File: src/rtl/y86_ppl_ctrl.sv
// y86_ppl_ctrl: pipeline stall/bubble control, debug run sequencer,
// final status latch and saturating performance counters for the 5-stage Y86 core.
module y86_ppl_ctrl #(
    parameter  int unsigned CNT_W  = 32,
    localparam int unsigned CODE_W = 4
) (
    input  logic              i_clk,
    input  logic              i_reset_n,
    input  logic              i_run_en,
    input  logic              i_step,
    input  logic [CODE_W-1:0] i_d_icode,
    input  logic [CODE_W-1:0] i_d_srca,
    input  logic [CODE_W-1:0] i_d_srcb,
    input  logic [CODE_W-1:0] i_e_icode,
    input  logic [CODE_W-1:0] i_e_dstm,
    input  logic              i_e_cnd,
    input  logic [CODE_W-1:0] i_m_icode,
    input  logic [CODE_W-1:0] i_m_stat,
    input  logic [CODE_W-1:0] i_w_icode,
    input  logic [CODE_W-1:0] i_w_stat,
    output logic              o_f_stall_c,
    output logic              o_d_stall_c,
    output logic              o_d_bubble_c,
    output logic              o_e_bubble_c,
    output logic              o_m_bubble_c,
    output logic              o_w_stall_c,
    output logic              o_w_bubble_c,
    output logic              o_set_cc_c,
    output logic              o_halted,
    output logic [CODE_W-1:0] o_cpu_stat,
    output logic [CNT_W-1:0]  o_cycle_cnt,
    output logic [CNT_W-1:0]  o_instr_cnt,
    output logic [CNT_W-1:0]  o_bubble_cnt
);

    localparam logic [CODE_W-1:0] I_NOP    = 4'h1;
    localparam logic [CODE_W-1:0] I_MRMOVL = 4'h5;
    localparam logic [CODE_W-1:0] I_OPL    = 4'h6;
    localparam logic [CODE_W-1:0] I_JXX    = 4'h7;
    localparam logic [CODE_W-1:0] I_RET    = 4'h9;
    localparam logic [CODE_W-1:0] I_POPL   = 4'hB;
    localparam logic [CODE_W-1:0] S_OK     = 4'h1;
    localparam logic [CNT_W-1:0]  CNT_MAX  = '1;

    typedef enum logic [1:0] {
        ST_RUN   = 2'd0,
        ST_PAUSE = 2'd1,
        ST_STEP  = 2'd2,
        ST_STOP  = 2'd3
    } state_t;

    state_t            r_state;
    state_t            w_state_nxt;
    logic              w_lu;
    logic              w_ret;
    logic              w_mp;
    logic              w_exc_m;
    logic              w_exc_w;
    logic              w_active;
    logic              w_enter_stop;
    logic              r_halted;
    logic [CODE_W-1:0] r_cpu_stat;
    logic [CNT_W-1:0]  r_cycle_cnt;
    logic [CNT_W-1:0]  r_instr_cnt;
    logic [CNT_W-1:0]  r_bubble_cnt;

    // Hazard terms from current stage registers
    assign w_lu    = ((i_e_icode == I_MRMOVL) || (i_e_icode == I_POPL)) &&
                     ((i_e_dstm == i_d_srca) || (i_e_dstm == i_d_srcb));
    assign w_ret   = (i_d_icode == I_RET) || (i_e_icode == I_RET) || (i_m_icode == I_RET);
    assign w_mp    = (i_e_icode == I_JXX) && !i_e_cnd;
    assign w_exc_m = (i_m_stat != S_OK);
    assign w_exc_w = (i_w_stat != S_OK);

    assign w_active     = (r_state == ST_RUN) || (r_state == ST_STEP);
    assign w_enter_stop = (w_state_nxt == ST_STOP) && (r_state != ST_STOP);

    // Sequencer state register
    always_ff @(posedge i_clk or negedge i_reset_n) begin
        if (!i_reset_n) begin
            r_state <= ST_RUN;
        end else begin
            r_state <= w_state_nxt;
        end
    end

    // Sequencer next state; a W-stage exception wins over run_en/step
    always_comb begin
        w_state_nxt = r_state;
        case (r_state)
            ST_RUN: begin
                if (w_exc_w)        w_state_nxt = ST_STOP;
                else if (!i_run_en) w_state_nxt = ST_PAUSE;
            end
            ST_PAUSE: begin
                if (i_run_en)       w_state_nxt = ST_RUN;
                else if (i_step)    w_state_nxt = ST_STEP;
            end
            ST_STEP: begin
                if (w_exc_w)        w_state_nxt = ST_STOP;
                else                w_state_nxt = i_run_en ? ST_RUN : ST_PAUSE;
            end
            ST_STOP:                w_state_nxt = ST_STOP;
            default:                w_state_nxt = ST_RUN;
        endcase
    end

    // Pipeline controls: frozen pattern by default, hazard equations when active
    always_comb begin
        o_f_stall_c  = 1'b1;
        o_d_stall_c  = 1'b1;
        o_d_bubble_c = 1'b0;
        o_e_bubble_c = 1'b0;
        o_m_bubble_c = 1'b0;
        o_w_stall_c  = 1'b1;
        o_set_cc_c   = 1'b0;
        if (w_active) begin
            o_f_stall_c  = w_lu || w_ret;
            o_d_stall_c  = w_lu;
            o_d_bubble_c = w_mp || (w_ret && !w_lu);
            o_e_bubble_c = w_mp || w_lu;
            o_m_bubble_c = w_exc_m || w_exc_w;
            o_w_stall_c  = w_exc_w;
            o_set_cc_c   = (i_e_icode == I_OPL) && !w_exc_m && !w_exc_w;
        end
    end

    assign o_w_bubble_c = 1'b0;

    // Final status latch and saturating counters
    always_ff @(posedge i_clk or negedge i_reset_n) begin
        if (!i_reset_n) begin
            r_halted     <= 1'b0;
            r_cpu_stat   <= S_OK;
            r_cycle_cnt  <= '0;
            r_instr_cnt  <= '0;
            r_bubble_cnt <= '0;
        end else begin
            if (w_enter_stop) begin
                r_halted   <= 1'b1;
                r_cpu_stat <= i_w_stat;
            end
            if (w_active) begin
                if (r_cycle_cnt != CNT_MAX) begin
                    r_cycle_cnt <= r_cycle_cnt + CNT_W'(1);
                end
                if (!w_exc_w && (i_w_icode != I_NOP) && (r_instr_cnt != CNT_MAX)) begin
                    r_instr_cnt <= r_instr_cnt + CNT_W'(1);
                end
                if ((o_d_bubble_c || o_e_bubble_c) && (r_bubble_cnt != CNT_MAX)) begin
                    r_bubble_cnt <= r_bubble_cnt + CNT_W'(1);
                end
            end
        end
    end

    assign o_halted     = r_halted;
    assign o_cpu_stat   = r_cpu_stat;
    assign o_cycle_cnt  = r_cycle_cnt;
    assign o_instr_cnt  = r_instr_cnt;
    assign o_bubble_cnt = r_bubble_cnt;

endmodule

File: config.mk
export PLATFORM = sky130hd
export DESIGN_NAME = y86_ppl_ctrl
export DESIGN_NICKNAME = d
export VERILOG_FILES = /design/src/rtl/y86_ppl_ctrl.sv
export SDC_FILE = /design/constraint.sdc
export NUM_CORES = 1
export LEC_CHECK = 0
export CELL_PAD_IN_SITES_DETAIL_PLACEMENT = 2
export CELL_PAD_IN_SITES_GLOBAL_PLACEMENT = 2
export CORE_UTILIZATION = 30
export DETAILED_ROUTE_END_ITERATION = 12
export PLACE_DENSITY = 0.85
export SETUP_SLACK_MARGIN = 0.3
export SKIP_CTS_REPAIR_TIMING = 1
export SLEW_MARGIN = 5
export SYNTH_ARGS = -nofsm -noshare
export SYNTH_HDL_FRONTEND = slang
export SYNTH_SLANG_ARGS = --single-unit
export TNS_END_PERCENT = 50
File: constraint.sdc
create_clock -name i_clk -period 2.38 [get_ports i_clk]
set_clock_uncertainty 0.05 [all_clocks]
set_input_delay 0.357 -clock i_clk [delete_from_list [all_inputs] [get_ports i_clk]]
set_output_delay 0.357 -clock i_clk [all_outputs]
set_load 0.02 [all_outputs]
Word level (Yosys, flattened, before mapping). Index checks and enable logic that the tools add are counted.

Add/sub/neg operators: 3. Equality and inequality tests: 20. Mux-type cells: 14. Reduce and logical (&&, ||, !) cells: 27.

Operators by type and width (number): 32-bit by 1-bit adder with 32-bit output, second input constant (3); 32-bit inequality test, second input constant (3); 4-bit == test, second input constant (4); 4-bit by 3-bit == test with 1-bit output, second input constant (3); 4-bit by 1-bit inequality test with 1-bit output, second input constant (3); 1-bit logical OR (10); 2-bit 2-to-1 mux (5); 1-bit logical AND (9); 4-bit == test (2); 1-bit 2-to-1 mux (8); 2-bit one-hot mux with 4 select lines (1); 2-bit == test, second input constant (3); 2-bit AND reduction (3); 1-bit zero test (4); 2-bit by 1-bit == test with 1-bit output, second input constant (1); 2-bit zero test (1); 2-bit inequality test, second input constant (1).

Register bits after elaboration: 103. Output and inout bits: 109. Word-level logic and storage cells: 70.

Longest topological paths before layout.
Depth in word-level cells: 10. Mapped depth: 8.

Worst setup path after synthesis. No wires, ideal clock.

Kind: flip-flop to flip-flop. Start point: register r_bubble_cnt[0] (netlist: o_bubble_cnt[0]). End point: register r_bubble_cnt[28] (netlist: o_bubble_cnt[28]). Library setup time: 0.128 ns. Arrival: 1.899 ns. Required time: 2.202 ns. Setup slack: 0.303 ns. Stages on the path, launching flop included: 8. Clock period less this slack: 2.077 ns. Path through: dfrtp_1 ha_1 nand3_1 or2_1 buf_2 nor3b_4 o2111ai_1 mux2_1.

Word-level cells in the longest chain between the ends: 3. Elaborated cells between the ends (all ways): 4.

RTL lines: from (decl) (RTL line 65) `logic [CNT_W-1:0] r_bubble_cnt;`; from (signal assigned) (RTL line 151) `r_bubble_cnt <= r_bubble_cnt + CNT_W'(1);`; branches (longest 3 deep; another with 32-bit by 1-bit adder with 32-bit output).

Parallel ways; which one is timed is not known. A chain may end at the register's enable or synchronous reset.

Worst setup path in the final report.
Start point: input port i_e_dstm[2]. End point: output port o_d_bubble_c.

Word-level cells in the longest chain between the ends: 7. Elaborated cells between the ends (all ways): 8.

RTL lines: from (decl) (RTL line 15) `input logic [CODE_W-1:0] i_e_dstm,`; 4-bit == test (RTL line 69) `((i_e_dstm == i_d_srca) || (i_e_dstm == i_d_srcb));`; 1-bit logical OR * (RTL line 69); 1-bit logical AND * (RTL line 68) `assign w_lu = ((i_e_icode == I_MRMOVL) || (i_e_icode == I_POPL)) &&`; 1-bit zero test * (RTL line 120) `o_d_bubble_c = w_mp || (w_ret && !w_lu);`; 1-bit logical AND * (RTL line 120); 1-bit logical OR * (RTL line 120); 1-bit 2-to-1 mux * (RTL line 117) `if (w_active) begin`; to (decl) (RTL line 23) `output logic o_d_bubble_c,`.

Mark *: on every way between the ends. The rest lies on a longest branch, timed or not.

==> out/results.ini <==
[outcome]
status=finished clean

[critical_path]
required_ns=1.97
path_class=input port to output pin
critPathLaunchType=input port
cp.arrival_ns=1.74
critPathCaptureType=output pin
worst-path-max-fanout=2

[cells_and_area]
fillers=1695
fin_area_sq_um=7860
synthToLayoutAreaGrowth_pct=51.0
drive_above_1_share_pct=23.7
multi_input_area_sq_um=2840
seqCellArea_sq_um=2590
fin_util_pct=46.9
finalNetCount=698
instances_no_fill=879

[clocking]
cts_root_buf=clkbuf_16
worstSkewPairLatency_ns=0.36
cts.reportedPaths.clkPinSlew_ns=0.06
cts_tree=built
htreeDepth=3
cts_made_buffers=9
cts.sinks=103
cts_buffer_depth=2

[route]
via_per_inst=5.03
ant_nets=0
wire_per_inst_um=20.7
drt_first_pass_iters=4
vias=4424
post-route-drc-count=0
drtIter0Drc=132
drt_wl_total_um=18200

[synth]
synthCells=467
yosys.area.top_type_share_pct=49.0
yosysSeqAreaShare_pct=49.5
syn-cell-area_sq_um=5200
synth_area_per_cell_sq_um=11.1
synth_ff_type=dfrtp_1
ys_async_sr_fraction_pct=100
synth_area_leaders=dfrtp_1, xnor2_1, xor2_1
synth_cell_types=65
synth_top_area_cell=dfrtp_1
synth_edf_count=0
synth_nets=511
ys_warn_count=0
ys_ff_latch=103

[sta]
period_minus_slack_ns=2.14
relSlewSlack_pct=61.4
tns_ns=0
setup-violations-final=0
hold_violations=0
worst_pin_slew_ns=0.579
rsz0062_at_grt=true
max_freq_mhz=466
post-route-period-util_pct=90.1
final_max_slew_viol_count=0

[floorplanning]
fp.coreArea_sq_um=16800
die-area_sq_um=17900
fp.dieW_um=134
die_h_um=134
initial_core_util_pct=31.1
rows=47
ios=150

[power_and_ir_drop]
cellPowerDensity_nw_per_um2=493
ir_drop_mv=0.336
leakage_nw=3.48

[placed_design]
port_buffers=148
place_area_sq_um=7090
gp_congestion=0.801
dp_cells=848
place_hpwl_um=12700

[job]
maxCapViolations=0

[global_route]
grt_antenna_before_repair=1
grt_pass1_wl_um=27500
grt_pass1_vias=4879
globalRouteOverflowTotal=0
grt_max_degree=104
grt_usage_pct=20.0

[worst_hold_path]
min_path_type=input port to async pin

cells in the final DEF (no fill, tap or decap), types with 12 or more instances in the layout:
cell / instances
and3_1: 12
buf_4: 35
clkdlybuf4s50_1: 119
dfrtp_1: 96
dlymetal6s2s_1: 17
nand2_1: 44
nand3_1: 32
nand4_1: 31
nor2_1: 20
xnor2_1: 56
xor2_1: 38
final timing paths:
check                                start        endpoint  slack, ns  cells past startpoint
max                            i_e_dstm[2]    o_d_bubble_c       0.24                      8
max in group asynchronous        i_reset_n  o_cycle_cnt[0]       1.81                      2
min in group i_clk             i_w_stat[0]   o_cpu_stat[0]       0.29                      2
max reg2reg                o_instr_cnt[25]  o_instr_cnt[6]       0.30                      6
min                              i_reset_n  o_instr_cnt[8]       0.03                      2
min reg2reg                       o_halted        o_halted       0.43                      1
power breakdown:
part | total (W) | internal (W) | switching [W]
Combinational | 0.000406 | 0.000206 | 0.000200
Clock | 0.00162 | 0.000943 | 0.000679
Sequential | 0.00185 | 0.00180 | 0.0000516
Yosys cell counts, types with 8 or more instances:
cell type	instances
nor3_1	10
nand4_1	31
xor2_1	43
nand2_1	45
nor3_2	8
and3_1	14
nand3_1	34
nor2_1	22
dfrtp_1	102
xnor2_1	56
through the flow:
stage	setup slack (ns)	hold slack [ns]	power (W)
finish	0.236	0.0279	0.00388
global route	0.153	0.0626	0.00402
CTS	-0.606	0.0466	0.00387
detailed placement	-0.606	0.423	0.00225
global placement	-0.466	0.405	0.00223
floorplan	0.303	0.0114	0.00200
final cells by class:
cell class / count / area share (%)
Sequential cell: 103 / 32.9
Clock inverter: 4 / 0.891
Timing Repair Buffer: 185 / 23.2
Clock buffer: 11 / 3.09
Tap cell: 220 / 3.50
Multi-Input combinational cell: 350 / 36.2
Inverter: 5 / 0.255
Antenna cell: 1 / 0.0318
flip-flops by register name, summed over array words and instances (netlist names):
signal	cells
o_cpu_stat	4
o_halted	1
o_cycle_cnt	32
o_bubble_cnt	32
o_instr_cnt	32
r_state	2
critical path, cell delays in order:
cell,delay [ns]
clkbuf_2,0.11
xor2_1,0.16
nor4_2,0.35
o211ai_1,0.24
buf_4,0.21
nand2_2,0.08
o21ai_2,0.07
buf_6,0.14
kinds of logic (layout without fill, tap and decap cells):
logic type,count (synthesis),in the layout,synth area share [%]
DFF,103,103,49.5
adders and majority gates,3,3,0.721
other,1,2,0.0720
AOI/OAI and AO/OA,15,15,2.62
xor gates and xnor gates,99,99,16.7
and+or+nand+nor,225,225,27.4
muxes,7,7,1.51
buffers and inverters,14,205,1.51
routing by layer:
layer	vias up	part of all wire [%]	GRT usage [%]
met1	2274	41	24.0
met5	-	0	0
met2	108	53	35.2
met4	0	1.8	7.70
li1	2024	-	-
met3	18	3.7	4.00
Note: power is estimated with default switching activity, not from simulation.
